===== src/rtl/pulse_gen_pkg.sv =====
// Shared definitions for the pulse generator blocks.
//   - state_e   : sequencer state encoding (IDLE, DELAY, HIGH, LOW)
//   - CNT_W_DEF : default width of the delay/high/low counters and fields
//   - NUM_W_DEF : default width of the pulse-count field and counter
package pulse_gen_pkg;

  localparam int CNT_W_DEF = 16;
  localparam int NUM_W_DEF = 8;

  typedef enum logic [1:0] {
    ST_IDLE  = 2'd0,
    ST_DELAY = 2'd1,
    ST_HIGH  = 2'd2,
    ST_LOW   = 2'd3
  } state_e;

endpackage


===== src/rtl/pulse_train_ctrl_posedge_detector.sv =====
// Rising-edge detector.
//   clk   : system clock
//   rst_n : asynchronous active-low reset (history flop clears to 0)
//   din   : level input, already synchronous to clk
//   rise  : combinational, high while din=1 and din was 0 at the previous edge
// Because the history flop resets to 0, a level that is already high at
// reset release is reported as an edge on the first clock.
module posedge_detector (
  input  logic clk,
  input  logic rst_n,
  input  logic din,
  output logic rise
);

  logic din_d_r;

  // One-cycle history of the input level.
  always_ff @(posedge clk or negedge rst_n) begin
    if (!rst_n) begin
      din_d_r <= 1'b0;
    end else begin
      din_d_r <= din;
    end
  end

  assign rise = din & ~din_d_r;

endmodule


===== src/rtl/pulse_train_ctrl.sv =====
// Triggered pulse-train sequencer.
// An armed rising edge on trig starts a train: optional start delay, then
// cfg_num pulses of cfg_high cycles high separated by cfg_low cycles low
// (zero high/low times behave as one cycle, cfg_num=0 runs until abort).
// Ports:
//   clk, rst_n           : clock, asynchronous active-low reset
//   trig                 : trigger level (synchronous to clk)
//   arm                  : 1 = trigger edges may start a train
//   abort                : synchronous stop back to IDLE, highest priority
//   cfg_delay/high/low   : CNT_W-bit timing fields, sampled at start
//   cfg_num              : NUM_W-bit pulse count, sampled at start
//   pulse_out            : registered pulse output
//   busy                 : high whenever the sequencer is not IDLE
//   done                 : one-cycle strobe when a finite train completes
//   trig_miss            : one-cycle strobe for an armed edge while busy
module pulse_train_ctrl
  import pulse_gen_pkg::*;
#(
  parameter int CNT_W = CNT_W_DEF,
  parameter int NUM_W = NUM_W_DEF
) (
  input  logic             clk,
  input  logic             rst_n,
  input  logic             trig,
  input  logic             arm,
  input  logic             abort,
  input  logic [CNT_W-1:0] cfg_delay,
  input  logic [CNT_W-1:0] cfg_high,
  input  logic [CNT_W-1:0] cfg_low,
  input  logic [NUM_W-1:0] cfg_num,
  output logic             pulse_out,
  output logic             busy,
  output logic             done,
  output logic             trig_miss
);

  localparam logic [CNT_W-1:0] CNT_ZERO = {CNT_W{1'b0}};
  localparam logic [CNT_W-1:0] CNT_ONE  = {{(CNT_W-1){1'b0}}, 1'b1};
  localparam logic [NUM_W-1:0] NUM_ZERO = {NUM_W{1'b0}};
  localparam logic [NUM_W-1:0] NUM_ONE  = {{(NUM_W-1){1'b0}}, 1'b1};

  // A programmed time of zero behaves as one cycle.
  function automatic logic [CNT_W-1:0] at_least_one(input logic [CNT_W-1:0] v);
    return (v == CNT_ZERO) ? CNT_ONE : v;
  endfunction

  logic             edge_s;

  state_e           state_r, state_s;
  logic [CNT_W-1:0] cnt_r, cnt_s;
  logic [NUM_W-1:0] pcnt_r, pcnt_s;
  logic [CNT_W-1:0] high_r, high_s;
  logic [CNT_W-1:0] low_r, low_s;
  logic [NUM_W-1:0] num_r, num_s;

  logic             pulse_r, pulse_s;
  logic             busy_r, busy_s;
  logic             done_r, done_s;
  logic             miss_r, miss_s;

  posedge_detector u_trig_edge (
    .clk   (clk),
    .rst_n (rst_n),
    .din   (trig),
    .rise  (edge_s)
  );

  // State, counters, latched configuration and registered outputs.
  always_ff @(posedge clk or negedge rst_n) begin
    if (!rst_n) begin
      state_r <= ST_IDLE;
      cnt_r   <= CNT_ZERO;
      pcnt_r  <= NUM_ZERO;
      high_r  <= CNT_ZERO;
      low_r   <= CNT_ZERO;
      num_r   <= NUM_ZERO;
      pulse_r <= 1'b0;
      busy_r  <= 1'b0;
      done_r  <= 1'b0;
      miss_r  <= 1'b0;
    end else begin
      state_r <= state_s;
      cnt_r   <= cnt_s;
      pcnt_r  <= pcnt_s;
      high_r  <= high_s;
      low_r   <= low_s;
      num_r   <= num_s;
      pulse_r <= pulse_s;
      busy_r  <= busy_s;
      done_r  <= done_s;
      miss_r  <= miss_s;
    end
  end

  // Next-state, counter and configuration-latch logic.
  always_comb begin
    state_s = state_r;
    cnt_s   = cnt_r;
    pcnt_s  = pcnt_r;
    high_s  = high_r;
    low_s   = low_r;
    num_s   = num_r;
    if (abort) begin
      state_s = ST_IDLE;
      cnt_s   = CNT_ZERO;
      pcnt_s  = NUM_ZERO;
    end else begin
      case (state_r)
        ST_IDLE: begin
          if (edge_s && arm) begin
            high_s = at_least_one(cfg_high);
            low_s  = at_least_one(cfg_low);
            num_s  = cfg_num;
            pcnt_s = NUM_ZERO;
            if (cfg_delay != CNT_ZERO) begin
              // Loading the full delay places the first rise delay+1
              // edges after the accepting edge.
              state_s = ST_DELAY;
              cnt_s   = cfg_delay;
            end else begin
              state_s = ST_HIGH;
              cnt_s   = at_least_one(cfg_high) - CNT_ONE;
            end
          end else begin
            state_s = ST_IDLE;
          end
        end
        ST_DELAY: begin
          if (cnt_r == CNT_ZERO) begin
            state_s = ST_HIGH;
            cnt_s   = high_r - CNT_ONE;
          end else begin
            cnt_s = cnt_r - CNT_ONE;
          end
        end
        ST_HIGH: begin
          if (cnt_r == CNT_ZERO) begin
            state_s = ST_LOW;
            cnt_s   = low_r - CNT_ONE;
            pcnt_s  = pcnt_r + NUM_ONE;  // wraps silently in continuous mode
          end else begin
            cnt_s = cnt_r - CNT_ONE;
          end
        end
        ST_LOW: begin
          if (cnt_r == CNT_ZERO) begin
            if ((num_r != NUM_ZERO) && (pcnt_r == num_r)) begin
              state_s = ST_IDLE;
            end else begin
              state_s = ST_HIGH;
              cnt_s   = high_r - CNT_ONE;
            end
          end else begin
            cnt_s = cnt_r - CNT_ONE;
          end
        end
        default: begin
          state_s = ST_IDLE;
          cnt_s   = CNT_ZERO;
          pcnt_s  = NUM_ZERO;
        end
      endcase
    end
  end

  // Output values to be registered alongside the next state.
  always_comb begin
    pulse_s = (state_s == ST_HIGH);
    busy_s  = (state_s != ST_IDLE);
    // LOW -> IDLE without abort can only be a completed train.
    done_s  = (state_r == ST_LOW) && (state_s == ST_IDLE) && !abort;
    miss_s  = edge_s && arm && !abort && (state_r != ST_IDLE);
  end

  assign pulse_out = pulse_r;
  assign busy      = busy_r;
  assign done      = done_r;
  assign trig_miss = miss_r;

endmodule


===== config.mk =====
export PLATFORM = sky130hd
export DESIGN_NAME = pulse_train_ctrl
export DESIGN_NICKNAME = d
export VERILOG_FILES = /design/src/rtl/pulse_gen_pkg.sv /design/src/rtl/pulse_train_ctrl_posedge_detector.sv /design/src/rtl/pulse_train_ctrl.sv
export SDC_FILE = /design/constraint.sdc
export NUM_CORES = 1
export LEC_CHECK = 0
export BUFFER_PORTS_ARGS = -buffer_cell sky130_fd_sc_hd__buf_4
export CORE_ASPECT_RATIO = 0.75
export CORE_MARGIN = 2
export CORE_UTILIZATION = 30
export DETAILED_ROUTE_END_ITERATION = 6
export PLACE_DENSITY = 0.53
export SYNTH_ARGS = -nofsm -noshare
export SYNTH_HDL_FRONTEND = slang
export SYNTH_SLANG_ARGS = --single-unit

===== constraint.sdc =====
create_clock -name clk -period 5.55 [get_ports clk]
set_clock_uncertainty 0.05 [all_clocks]
set_input_delay 1.3875 -clock clk [delete_from_list [all_inputs] [get_ports clk]]
set_output_delay 1.3875 -clock clk [all_outputs]
set_load 0.03 [all_outputs]

==> results of run 1 <==
state kept, by name (all words and copies together) (netlist names):
signal	count
low_r	16
u_trig_edge.din_d_r	1
num_r	8
done	1
high_r	16
trig_miss	1
pulse_out	1
state_r	2
pcnt_r	8
busy	1
cnt_r	16
routing by layer:
metal	vias up	part of all wire, %	global-route usage [%]	wire length, um
met4	0	0.92	4.36	124
met3	9	5.2	3.57	698
li1	1927	-	-	-
met1	1989	50	24.5	6700
met2	114	44	25.5	5960
met5	-	0	0	0
through the flow:
step	utilization, %	total power, uW	cell area (um2)
5_1_grt	36.6	3390	5560
4_1_cts	36.6	3170	5560
2_1_floorplan	-	2130	4630
6_report	36.6	3190	5560
3_3_place_gp	34.6	2540	5240
3_5_place_dp	34.6	2540	5240
cell usage in the layout, fill, tap and decap left out, types with 9 or more instances in the layout:
cell type and n:
sky130_fd_sc_hd__clkbuf_16 9, sky130_fd_sc_hd__buf_4 64, sky130_fd_sc_hd__mux2_2 37, sky130_fd_sc_hd__or4_1 13
sky130_fd_sc_hd__nand3_1 16, sky130_fd_sc_hd__inv_1 12, sky130_fd_sc_hd__nor4_1 18, sky130_fd_sc_hd__xnor2_1 36
sky130_fd_sc_hd__nand2_1 32, sky130_fd_sc_hd__o21ai_0 25, sky130_fd_sc_hd__xor2_1 16, sky130_fd_sc_hd__dfrtp_1 71
sky130_fd_sc_hd__nand2b_1 9, sky130_fd_sc_hd__nor3_1 22, sky130_fd_sc_hd__nor2_1 36, sky130_fd_sc_hd__a21oi_1 20
sky130_fd_sc_hd__o31ai_1 9
cells in the mapped netlist (3+ instances only):
master / number / share of area (%)
sky130_fd_sc_hd__nand3b_1: 3 / 0.49
sky130_fd_sc_hd__a22oi_1: 4 / 0.65
sky130_fd_sc_hd__dfrtp_1: 71 / 38
sky130_fd_sc_hd__nor2_1: 36 / 2.9
sky130_fd_sc_hd__clkbuf_1: 21 / 1.7
sky130_fd_sc_hd__nand2_1: 32 / 2.6
sky130_fd_sc_hd__or4_1: 13 / 2.1
sky130_fd_sc_hd__nor3_1: 22 / 2.4
sky130_fd_sc_hd__a211oi_1: 5 / 0.81
sky130_fd_sc_hd__a32o_1: 4 / 0.87
sky130_fd_sc_hd__or2_2: 4 / 0.54
sky130_fd_sc_hd__a311oi_1: 3 / 0.57
sky130_fd_sc_hd__or4b_2: 4 / 0.87
sky130_fd_sc_hd__or3_1: 6 / 0.81
sky130_fd_sc_hd__o2bb2ai_1: 6 / 1.1
sky130_fd_sc_hd__a22o_1: 7 / 1.3
sky130_fd_sc_hd__o21ai_0: 25 / 2.7
sky130_fd_sc_hd__o22ai_1: 3 / 0.41
sky130_fd_sc_hd__nor4_1: 18 / 2.4
sky130_fd_sc_hd__inv_1: 12 / 0.97
sky130_fd_sc_hd__o211ai_1: 4 / 0.65
sky130_fd_sc_hd__ha_1: 6 / 1.6
sky130_fd_sc_hd__a31oi_1: 3 / 0.41
sky130_fd_sc_hd__o221ai_1: 3 / 0.57
sky130_fd_sc_hd__nand3_1: 16 / 1.7
sky130_fd_sc_hd__and3_1: 3 / 0.41
sky130_fd_sc_hd__a21oi_1: 20 / 2.2
sky130_fd_sc_hd__nor2b_1: 4 / 0.54
sky130_fd_sc_hd__nand2b_1: 9 / 1.2
sky130_fd_sc_hd__xor2_1: 16 / 3.0
sky130_fd_sc_hd__mux2_2: 37 / 9.0
sky130_fd_sc_hd__o31ai_1: 9 / 1.5
sky130_fd_sc_hd__nor3b_1: 3 / 0.49
sky130_fd_sc_hd__xnor2_1: 36 / 6.8
cells by family (layout without fill, tap and decap cells):
family          count (synthesis)  in the layout
buf+inv                        39             92
simple gates                  180            180
fa+ha+maj                       6              6
flops                          71             71
xor+xnor                       52             52
compound gates                108            108
mux                            38             38
layout make-up:
cell class	count	area, um2
clock buffer	10	229
inverter	12	45.0
sequential	71	1780
tap	205	256
clock inverter	6	85.1
multi-input combinational	384	2690
timing repair buffer	64	480
fill	1504	9620
power groups by stage:
stage / Combinational [uW] / Clock [uW] / Sequential [uW]
floorplan: 1250 / 0 / 878
global placement: 1570 / 0 / 971
detailed placement: 1560 / 0 / 977
CTS: 1570 / 628 / 970
global route: 1730 / 649 / 1010
finish: 1600 / 611 / 974
worst min path at each step:
stage | end | cells after the start | start
global route | pcnt_r[7] | 1 | pcnt_r[7]
CTS | pcnt_r[7] | 1 | pcnt_r[7]
global placement | high_r[15] | 2 | high_r[15]
detailed placement | pcnt_r[7] | 1 | pcnt_r[7]
finish | pcnt_r[7] | 1 | pcnt_r[7]
floorplan | pcnt_r[7] | 1 | pcnt_r[7]
==> flow_results.xml, run 1 <==
<?xml version="1.0" encoding="UTF-8"?>
<metrics>
  <group name="run_status">
    <metric name="status" unit="">completed</metric>
  </group>
  <group name="clock_network">
    <metric name="worst_setup_hold_path_clk_slew" unit="ns">0.06</metric>
    <metric name="clockRootBuffer" unit="">sky130_fd_sc_hd__clkbuf_16</metric>
    <metric name="tritoncts" unit="">yes</metric>
    <metric name="cts_max_level" unit="">3</metric>
    <metric name="cts_made_buffers" unit="">9</metric>
    <metric name="numClockSinks" unit="">71</metric>
    <metric name="cts_hold_buf" unit="">0</metric>
    <metric name="cts.repair_timing.setup_buffer_count" unit="">0</metric>
    <metric name="clock_path_buffers" unit="">2</metric>
    <metric name="cts-resized-gates" unit="">0</metric>
    <metric name="clock_latency" unit="ns">0.35</metric>
  </group>
  <group name="timing">
    <metric name="hold_ws" unit="ns">0.451</metric>
    <metric name="timing.final.setup_violations" unit="">0</metric>
    <metric name="post-route-worst-setup-slack" unit="ns">1.64</metric>
    <metric name="hold_viol" unit="">0</metric>
    <metric name="final.min_clock_period" unit="ns">3.91</metric>
    <metric name="fin_crit_sh" unit="%">70.5</metric>
    <metric name="grt_setup_unrepaired" unit="">no</metric>
    <metric name="summed_negative_setup_slack_over_all_endpoints" unit="ns">0</metric>
    <metric name="max_freq" unit="MHz">256</metric>
    <metric name="slew_headroom" unit="%">36.2</metric>
    <metric name="slew_violations" unit="">0</metric>
    <metric name="timing_worst_slew_pin_value" unit="ns">0.958</metric>
  </group>
  <group name="worst_hold_path">
    <metric name="hold_path.class" unit="">flop to flop</metric>
  </group>
  <group name="routing">
    <metric name="routed_via_density" unit="">5.37</metric>
    <metric name="ant_nets" unit="">0</metric>
    <metric name="drtIter0Drc" unit="">323</metric>
    <metric name="route.vias.total" unit="">4039</metric>
    <metric name="drt_first_pass_iters" unit="">5</metric>
    <metric name="avgRoutedWirePerCell" unit="um">17.9</metric>
    <metric name="total_wirelength_of_the_detailed_routed_design" unit="um">13500</metric>
    <metric name="route.detailed.drc" unit="">0</metric>
  </group>
  <group name="critical_path">
    <metric name="critical_path_class" unit="">input pin to flop</metric>
    <metric name="timing.critical_path.mode_cell" unit="">sky130_fd_sc_hd__a31oi_1</metric>
    <metric name="slowest_delay" unit="ns">0.60</metric>
    <metric name="path_delay_family" unit="">simple AND/OR/NAND/NOR gates</metric>
    <metric name="crit_path_top_delay_cell" unit="">sky130_fd_sc_hd__or4_1</metric>
    <metric name="required" unit="ns">5.73</metric>
    <metric name="r2r-start" unit="">state_r[0]</metric>
    <metric name="setup.worst_path.start_class" unit="">input pin</metric>
    <metric name="worst_setup_path_endpoint" unit="">cnt_r[4]</metric>
    <metric name="critical_path.reg2reg.endpoint" unit="">cnt_r[15]</metric>
    <metric name="timing.critical_path.depth" unit="">12</metric>
    <metric name="arrival" unit="ns">4.09</metric>
    <metric name="worst_r2r_path_depth" unit="">6</metric>
    <metric name="critPathCaptureType" unit="">flop</metric>
    <metric name="path_max_fanout" unit="">6</metric>
    <metric name="critPathLaunch" unit="">cfg_high[4]</metric>
    <metric name="timing.critical_path.cells" unit="">buf_4 -&gt; or4_1 -&gt; nor3_1 -&gt; a31oi_1 -&gt; ha_1 -&gt; nor3b_1 -&gt; xor2_1 -&gt; a21oi_1 -&gt; nor2_1 -&gt; a31oi_1 -&gt; o21ai_0 -&gt; a22o_1</metric>
    <metric name="worst-r2r-setup-slack" unit="ns">1.84</metric>
    <metric name="timing.critical_path.buf_inv" unit="">1</metric>
  </group>
  <group name="placement">
    <metric name="dpl.hpwl" unit="um">10300</metric>
    <metric name="routabilityCongestion" unit="">0.888</metric>
    <metric name="dp_slack" unit="ns">1.29</metric>
    <metric name="dp_cells" unit="">736</metric>
    <metric name="buffer_ports.inserted" unit="">64</metric>
  </group>
  <group name="logic_synthesis">
    <metric name="synth_fp_nets" unit="">561</metric>
    <metric name="share_of_synthesized_flip_flops_with_an_asynchronous_set_or_reset" unit="%">100</metric>
    <metric name="post_synthesis_instance_area" unit="um2">4630</metric>
    <metric name="netlist-cell-type-count" unit="">55</metric>
    <metric name="dominant_combinational_cell_family_by_area_after_synthesis" unit="">simple AND/OR/NAND/NOR gates</metric>
    <metric name="synth.mux.area_fraction" unit="%">9.22</metric>
    <metric name="yosys.area_share.simple" unit="%">21.1</metric>
    <metric name="xor_xnor_fraction_of_synth_area" unit="%">9.85</metric>
    <metric name="synth_compound_area_share" unit="%">16.2</metric>
    <metric name="synth-seq-cells" unit="">71</metric>
    <metric name="synthesis.instances" unit="">494</metric>
    <metric name="syn_avg_cell_area" unit="um2">9.36</metric>
    <metric name="ys_dominant_reg_cell" unit="">sky130_fd_sc_hd__dfrtp_1</metric>
    <metric name="synth_enable_flop_cells" unit="">0</metric>
    <metric name="yosys_warnings" unit="">0</metric>
    <metric name="synth.yosys.seq_area_share" unit="%">38.4</metric>
    <metric name="post_synth_fa_ha_maj_area_fraction" unit="%">1.62</metric>
  </group>
  <group name="die">
    <metric name="starting_density_of_the_core" unit="%">30.5</metric>
    <metric name="dieHeight" unit="um">112</metric>
    <metric name="placementRows" unit="">39</metric>
    <metric name="die_w" unit="um">147</metric>
    <metric name="design.die.area" unit="um2">16400</metric>
    <metric name="core_area" unit="um2">15200</metric>
    <metric name="top_level_ports" unit="">65</metric>
  </group>
  <group name="grt">
    <metric name="overflow" unit="">0</metric>
    <metric name="grt_use_total" unit="%">16.8</metric>
    <metric name="grt_max_degree" unit="">72</metric>
    <metric name="grt_pass1_wl" unit="um">21700</metric>
    <metric name="grt_pass1_vias" unit="">3980</metric>
    <metric name="grt_antenna_before_repair" unit="">0</metric>
  </group>
  <group name="power_and_ir_drop">
    <metric name="power.leakage" unit="uW">0.00222</metric>
    <metric name="power_frac_seq" unit="%">30.5</metric>
    <metric name="pwr-share-clk" unit="%">19.1</metric>
    <metric name="power-per-cell-area" unit="nW/um2">574</metric>
    <metric name="switching_power" unit="uW">1420</metric>
    <metric name="sw_frac_of_total" unit="%">44.6</metric>
    <metric name="worst_case_vdd_ir_drop" unit="mV">0.280</metric>
    <metric name="intPower" unit="uW">1770</metric>
    <metric name="pwr-share-comb" unit="%">50.3</metric>
  </group>
  <group name="final_layout">
    <metric name="area_delta_synth_final" unit="%">20.2</metric>
    <metric name="drive_gt1_share" unit="%">24.1</metric>
    <metric name="nets" unit="">609</metric>
    <metric name="layout.cells.non_filler" unit="">752</metric>
    <metric name="antenna_cells_inserted" unit="">0</metric>
  </group>
  <group name="flow_run">
    <metric name="cap_violations" unit="">0</metric>
  </group>
</metrics>
(Power assumes the default switching activity.)
==> inputs of run 2 (changes only) <==
--- a/config.mk
+++ b/config.mk
@@ -10,7 +10,7 @@
 export CORE_MARGIN = 2
 export CORE_UTILIZATION = 30
 export DETAILED_ROUTE_END_ITERATION = 6
-export PLACE_DENSITY = 0.53
+export PLACE_DENSITY = 0.55
 export SYNTH_ARGS = -nofsm -noshare
 export SYNTH_HDL_FRONTEND = slang
 export SYNTH_SLANG_ARGS = --single-unit
==> constraint.sdc (replaced) <==
create_clock -name clk -period 3.2 [get_ports clk]
set_clock_uncertainty 0.05 [all_clocks]
set_input_delay 0.8 -clock clk [delete_from_list [all_inputs] [get_ports clk]]
set_output_delay 0.8 -clock clk [all_outputs]
set_load 0.03 [all_outputs]
==> run 2 against run 1 <==
Global-route usage rose by 0.43 points. Largest cell class unchanged. Largest power group unchanged. First-iteration DRC count rose by 18%. Sequential power rose by 67%. Register-to-register slack got worse by 1.7 ns. Core utilization rose by 1.2 points. Wire length rose by 1.6%. Worst setup slack got worse by 1.5 ns. Worst hold slack improved by 0.0071 ns.
==> flow_results.xml, run 2 (synthesis results as in run 1) <==
<?xml version="1.0" encoding="UTF-8"?>
<metrics>
  <group name="run_status">
    <metric name="status" unit="">completed</metric>
  </group>
  <group name="critical_path">
    <metric name="critical_path_class" unit="">flop to flop</metric>
    <metric name="required" unit="ns">3.38</metric>
    <metric name="arrival" unit="ns">3.25</metric>
    <metric name="path_max_fanout" unit="">16</metric>
    <metric name="setup.worst_path.start_class" unit="">flop</metric>
    <metric name="critPathCaptureType" unit="">flop</metric>
    <metric name="worst-r2r-setup-slack" unit="ns">0.13</metric>
  </group>
  <group name="power_and_ir_drop">
    <metric name="power-per-cell-area" unit="nW/um2">1000</metric>
    <metric name="post-layout-total-power" unit="uW">5760</metric>
    <metric name="power.leakage" unit="uW">0.00235</metric>
    <metric name="worst_case_vdd_ir_drop" unit="mV">0.415</metric>
  </group>
  <group name="final_layout">
    <metric name="antenna_cells_inserted" unit="">0</metric>
    <metric name="area.sequential" unit="um2">1780</metric>
    <metric name="area_delta_synth_final" unit="%">24.2</metric>
    <metric name="regs_by_ff_count" unit="">cnt_r: 16 flops, high_r: 16 flops, low_r: 16 flops</metric>
    <metric name="mostFrequentLayoutCells" unit="">88 x sky130_fd_sc_hd__buf_4, 71 x sky130_fd_sc_hd__dfrtp_1, 37 x sky130_fd_sc_hd__mux2_2, 36 x sky130_fd_sc_hd__xnor2_1, 36 x sky130_fd_sc_hd__nor2_1</metric>
    <metric name="fillers" unit="">1521</metric>
    <metric name="layout_commonest_cell" unit="">sky130_fd_sc_hd__buf_4</metric>
    <metric name="nets" unit="">635</metric>
    <metric name="layout.cells.non_filler" unit="">775</metric>
    <metric name="drive_gt1_share" unit="%">27.5</metric>
    <metric name="multi_input_comb_area" unit="um2">2700</metric>
  </group>
  <group name="timing">
    <metric name="slew_violations" unit="">0</metric>
    <metric name="grt_setup_unrepaired" unit="">no</metric>
    <metric name="timing_worst_slew_pin_value" unit="ns">0.936</metric>
    <metric name="post-route-worst-setup-slack" unit="ns">0.129</metric>
    <metric name="max_freq" unit="MHz">326</metric>
    <metric name="slew_headroom" unit="%">37.6</metric>
    <metric name="final.min_clock_period" unit="ns">3.07</metric>
    <metric name="timing.final.setup_violations" unit="">0</metric>
    <metric name="hold_ws" unit="ns">0.458</metric>
    <metric name="fin_crit_sh" unit="%">96.0</metric>
    <metric name="hold_viol" unit="">0</metric>
  </group>
  <group name="grt">
    <metric name="grt_pass1_wl" unit="um">22200</metric>
    <metric name="grt_max_degree" unit="">72</metric>
    <metric name="overflow" unit="">0</metric>
    <metric name="grt_use_total" unit="%">17.3</metric>
    <metric name="grt_antenna_before_repair" unit="">0</metric>
    <metric name="grt_pass1_vias" unit="">4057</metric>
  </group>
  <group name="die">
    <metric name="starting_density_of_the_core" unit="%">30.5</metric>
    <metric name="design.die.area" unit="um2">16400</metric>
    <metric name="die_w" unit="um">147</metric>
    <metric name="placementRows" unit="">39</metric>
    <metric name="core_area" unit="um2">15200</metric>
    <metric name="top_level_ports" unit="">65</metric>
    <metric name="dieHeight" unit="um">112</metric>
  </group>
  <group name="clock_network">
    <metric name="clock_latency" unit="ns">0.34</metric>
    <metric name="clock_path_buffers" unit="">2</metric>
    <metric name="clockRootBuffer" unit="">sky130_fd_sc_hd__clkbuf_16</metric>
    <metric name="numClockSinks" unit="">71</metric>
    <metric name="cts_made_buffers" unit="">9</metric>
    <metric name="cts_max_level" unit="">3</metric>
    <metric name="cts_hold_buf" unit="">0</metric>
    <metric name="tritoncts" unit="">yes</metric>
    <metric name="worst_setup_hold_path_clk_slew" unit="ns">0.05</metric>
  </group>
  <group name="worst_hold_path">
    <metric name="hold_path.class" unit="">flop to flop</metric>
  </group>
  <group name="routing">
    <metric name="routed_via_density" unit="">5.26</metric>
    <metric name="drt_first_pass_iters" unit="">5</metric>
    <metric name="avgRoutedWirePerCell" unit="um">17.7</metric>
    <metric name="ant_nets" unit="">0</metric>
    <metric name="drtIter0Drc" unit="">381</metric>
    <metric name="route.detailed.drc" unit="">0</metric>
    <metric name="route.vias.total" unit="">4077</metric>
    <metric name="total_wirelength_of_the_detailed_routed_design" unit="um">13700</metric>
  </group>
  <group name="placement">
    <metric name="routabilityCongestion" unit="">0.906</metric>
    <metric name="buffer_ports.inserted" unit="">64</metric>
    <metric name="dpl.hpwl" unit="um">10500</metric>
    <metric name="dp_cells" unit="">761</metric>
    <metric name="dp_slack" unit="ns">-0.0369</metric>
  </group>
  <group name="flow_run">
    <metric name="cap_violations" unit="">0</metric>
  </group>
</metrics>
==> run 2: repair_timing <==
| item | in CTS | in global routing |
|---|---|---|
| gates resized for setup | 0 | 1 |
| setup buffers | 0 | 1 |
| setup endpoints to repair | 0 | 16 |
==> run 2: stage by stage <==
stage	setup TNS, ns	instance area (um2)	utilization (%)
global route	0	5750	37.9
CTS	0	5720	37.7
detailed placement	-0.0764	5450	35.9
finish	0	5750	37.9
global placement	-0.00602	5450	35.9
floorplan	0	4630	-
==> run 2: area by class of cell <==
class,count,area share (%)
Multi-Input combinational cell,384,46.9
Sequential cell,71,30.9
Timing Repair Buffer,90,12.2
Clock buffer,12,4.64
Tap cell,205,4.46
Inverter,12,0.784
Clock inverter,1,0.0871
==> run 2: critical path: stages, from the launching register on <==
cell	delay, ns
sky130_fd_sc_hd__dfrtp_1	0.40
sky130_fd_sc_hd__inv_1	0.11
sky130_fd_sc_hd__ha_1	0.25
sky130_fd_sc_hd__or4b_2	0.63
sky130_fd_sc_hd__nor4_2	0.31
sky130_fd_sc_hd__a221oi_1	0.18
sky130_fd_sc_hd__a311oi_2	0.37
sky130_fd_sc_hd__or3_4	0.21
sky130_fd_sc_hd__a21oi_4	0.06
sky130_fd_sc_hd__buf_12	0.15
sky130_fd_sc_hd__a22o_1	0.23
==> run 2: power breakdown <==
part           switching [uW]  internal [uW]  leakage (uW)
clock                     371            573      0.000136
sequential                398           1230      0.000900
combinational            1770           1420       0.00131
==> run 2: path summary, 6_finish.rpt <==
check	cells after the start	start	endpoint
worst max-delay path	10	cnt_r[0]	cnt_r[4]
worst min-delay path	2	high_r[15]	high_r[15]
worst max register to register	10	cnt_r[0]	cnt_r[4]
worst min register to register	2	high_r[15]	high_r[15]
max in group asynchronous	1	rst_n	cnt_r[11]
min in group asynchronous	1	rst_n	low_r[12]
==> run 2: per-layer routing <==
| layer | vias to the layer above | share of wire [%] | GRT usage [%] |
|---|---|---|---|
| li1 | 1980 | - | - |
| met1 | 1975 | 49 | 24.9 |
| met2 | 105 | 44 | 25.7 |
| met3 | 17 | 5.1 | 3.81 |
| met4 | 0 | 1.8 | 5.51 |
| met5 | - | 0 | 0 |
==> inputs of run 3 (changes only) <==
--- a/config.mk
+++ b/config.mk
@@ -6,11 +6,12 @@
 export NUM_CORES = 1
 export LEC_CHECK = 0
 export BUFFER_PORTS_ARGS = -buffer_cell sky130_fd_sc_hd__buf_4
+export CELL_PAD_IN_SITES_DETAIL_PLACEMENT = 2
+export CELL_PAD_IN_SITES_GLOBAL_PLACEMENT = 2
 export CORE_ASPECT_RATIO = 0.75
-export CORE_MARGIN = 2
 export CORE_UTILIZATION = 30
 export DETAILED_ROUTE_END_ITERATION = 6
-export PLACE_DENSITY = 0.55
+export PLACE_DENSITY = 0.77
 export SYNTH_ARGS = -nofsm -noshare
 export SYNTH_HDL_FRONTEND = slang
 export SYNTH_SLANG_ARGS = --single-unit
==> run 3 against run 2 <==
Clock power grew 9%. Worst hold slack gained 0.019 ns. Cell area grew 1.5%. Non-clock buffer count grew 9. Sequential cell count is the same. Clock-buffer cell count shrank 2.
==> flow_results.xml, run 3 (synthesis results as in run 1) <==
<?xml version="1.0" encoding="UTF-8"?>
<metrics>
  <group name="final_layout">
    <metric name="nets" unit="">644</metric>
    <metric name="antenna_cells_inserted" unit="">0</metric>
    <metric name="regs_by_ff_count" unit="">cnt_r: 16 flops, high_r: 16 flops, low_r: 16 flops</metric>
    <metric name="fillers" unit="">1645</metric>
    <metric name="area_delta_synth_final" unit="%">26.1</metric>
    <metric name="layout_commonest_cell" unit="">sky130_fd_sc_hd__buf_4</metric>
    <metric name="layout.cells.non_filler" unit="">781</metric>
    <metric name="finalCoreUtilization" unit="%">39.6</metric>
    <metric name="mostFrequentLayoutCells" unit="">98 x sky130_fd_sc_hd__buf_4, 71 x sky130_fd_sc_hd__dfrtp_1, 37 x sky130_fd_sc_hd__mux2_2, 36 x sky130_fd_sc_hd__xnor2_1, 36 x sky130_fd_sc_hd__nor2_1</metric>
    <metric name="drive_gt1_share" unit="%">29.1</metric>
  </group>
  <group name="clock_network">
    <metric name="clockRootBuffer" unit="">sky130_fd_sc_hd__clkbuf_16</metric>
    <metric name="worst_setup_hold_path_clk_slew" unit="ns">0.06</metric>
    <metric name="cts_hold_buf" unit="">0</metric>
    <metric name="cts_max_level" unit="">3</metric>
    <metric name="clock_latency" unit="ns">0.35</metric>
    <metric name="numClockSinks" unit="">71</metric>
    <metric name="tritoncts" unit="">yes</metric>
    <metric name="clock_path_buffers" unit="">2</metric>
    <metric name="cts_made_buffers" unit="">9</metric>
  </group>
  <group name="critical_path">
    <metric name="path_max_fanout" unit="">16</metric>
    <metric name="arrival" unit="ns">3.23</metric>
    <metric name="timing.critical_path.cells" unit="">inv_1 -&gt; ha_1 -&gt; or4b_2 -&gt; nor4_4 -&gt; a221oi_1 -&gt; a311oi_2 -&gt; or3_4 -&gt; a21oi_4 -&gt; buf_12 -&gt; a22o_1</metric>
    <metric name="timing.critical_path.depth" unit="">10</metric>
    <metric name="timing.critical_path.buf_inv" unit="">2</metric>
    <metric name="critPathCaptureType" unit="">flop</metric>
    <metric name="path_delay_family" unit="">simple AND/OR/NAND/NOR gates</metric>
    <metric name="critical_path_class" unit="">flop to flop</metric>
    <metric name="required" unit="ns">3.38</metric>
    <metric name="setup.worst_path.start_class" unit="">flop</metric>
    <metric name="worst_r2r_path_depth" unit="">10</metric>
    <metric name="slowest_delay" unit="ns">0.65</metric>
    <metric name="crit_path_top_delay_cell" unit="">sky130_fd_sc_hd__or4b_2</metric>
  </group>
  <group name="placement">
    <metric name="routabilityCongestion" unit="">0.915</metric>
    <metric name="buffer_ports.inserted" unit="">64</metric>
    <metric name="dp_slack" unit="ns">-0.152</metric>
    <metric name="dp_cells" unit="">765</metric>
    <metric name="dpl.hpwl" unit="um">13200</metric>
  </group>
  <group name="die">
    <metric name="die_w" unit="um">145</metric>
    <metric name="design.die.area" unit="um2">15900</metric>
    <metric name="core_area" unit="um2">14700</metric>
    <metric name="top_level_ports" unit="">65</metric>
    <metric name="starting_density_of_the_core" unit="%">31.4</metric>
    <metric name="placementRows" unit="">38</metric>
    <metric name="dieHeight" unit="um">110</metric>
  </group>
  <group name="routing">
    <metric name="drt_first_pass_iters" unit="">4</metric>
    <metric name="avgRoutedWirePerCell" unit="um">21.9</metric>
    <metric name="total_wirelength_of_the_detailed_routed_design" unit="um">17100</metric>
    <metric name="route.vias.total" unit="">4341</metric>
    <metric name="ant_nets" unit="">0</metric>
    <metric name="route.detailed.drc" unit="">0</metric>
    <metric name="routed_via_density" unit="">5.56</metric>
    <metric name="drtIter0Drc" unit="">233</metric>
  </group>
  <group name="flow_run">
    <metric name="cap_violations" unit="">0</metric>
  </group>
  <group name="grt">
    <metric name="grt_antenna_before_repair" unit="">0</metric>
    <metric name="grt_pass1_vias" unit="">4699</metric>
    <metric name="grt_use_total" unit="%">22.3</metric>
    <metric name="overflow" unit="">0</metric>
    <metric name="grt_max_degree" unit="">72</metric>
    <metric name="grt_pass1_wl" unit="um">26900</metric>
  </group>
  <group name="power_and_ir_drop">
    <metric name="power-per-cell-area" unit="nW/um2">1060</metric>
    <metric name="worst_case_vdd_ir_drop" unit="mV">0.464</metric>
    <metric name="power.leakage" unit="uW">0.00240</metric>
  </group>
  <group name="timing">
    <metric name="final.min_clock_period" unit="ns">3.05</metric>
    <metric name="timing_worst_slew_pin_value" unit="ns">0.947</metric>
    <metric name="fin_crit_sh" unit="%">95.3</metric>
    <metric name="post-route-worst-setup-slack" unit="ns">0.150</metric>
    <metric name="grt_setup_unrepaired" unit="">no</metric>
    <metric name="timing.final.setup_violations" unit="">0</metric>
    <metric name="max_freq" unit="MHz">328</metric>
    <metric name="slew_headroom" unit="%">36.9</metric>
    <metric name="slew_violations" unit="">0</metric>
    <metric name="hold_viol" unit="">0</metric>
  </group>
  <group name="worst_hold_path">
    <metric name="hold_path.class" unit="">flop to flop</metric>
    <metric name="min_delay_path_depth" unit="">2</metric>
  </group>
  <group name="run_status">
    <metric name="status" unit="">completed</metric>
  </group>
</metrics>
==> run 3: area by class of cell <==
| type | instances | area (um2) | area share, % |
|---|---|---|---|
| Multi-Input combinational cell | 384 | 2710 | 46.4 |
| Sequential cell | 71 | 1780 | 30.5 |
| Timing Repair Buffer | 99 | 756 | 13.0 |
| Tap cell | 200 | 250 | 4.29 |
| Clock buffer | 10 | 239 | 4.10 |
| Clock inverter | 5 | 58.8 | 1.01 |
| Inverter | 12 | 45.0 | 0.772 |
==> run 3: what timing repair did <==
action / CTS / global route
gates resized for setup: 1 / 2
pin swaps: 0 / 1
setup buffers: 0 / 1
setup endpoints to repair: 13 / 17
==> run 3: final timing paths <==
check                                start         end  slack (ns)
worst max-delay path              cnt_r[0]    cnt_r[8]        0.15
worst min-delay path            high_r[15]  high_r[15]        0.48
worst max register to register    cnt_r[0]    cnt_r[8]        0.15
worst min register to register  high_r[15]  high_r[15]        0.48
max in group asynchronous            rst_n    cnt_r[7]        1.94
min in group asynchronous            rst_n   low_r[15]        0.54
==> run 3: routing by layer <==
layer	global-route usage (%)	vias up	wire (um)
met2	38.2	112	8120
met3	3.90	13	787
met1	29.6	2222	8050
met4	4.81	0	159
li1	-	1994	-
met5	0	-	0
==> run 3: report_power, final <==
group          total [uW]  switching [uW]  leakage [uW]  internal, uW
logic                3480            2010       0.00136          1470
registers            1640             413      0.000900          1230
clock network        1030             410      0.000141           620
total                6150            2840       0.00240          3320
==> run 3: metrics by stage <==
stage / TNS, ns / hold slack (ns) / instance area, um2 / power (uW)
5_1_grt: 0 / 0.506 / 5830 / 6510
2_1_floorplan: 0 / 0.419 / 4630 / 3690
3_5_place_dp: -0.962 / 0.469 / 5500 / 4940
4_1_cts: -0.00207 / 0.483 / 5800 / 6060
3_3_place_gp: 0 / 0.437 / 5500 / 4780
6_report: 0 / 0.477 / 5830 / 6150
==> run 3: worst min-delay path, delay by kind of cell (launching register included) <==
| family | cells | cell delay [ns] |
|---|---|---|
| AO/OA/AOI/OAI | 1 | 0.07 |
| AND/OR/NAND/NOR | 1 | 0.05 |
| flip-flops | 1 | 0.37 |
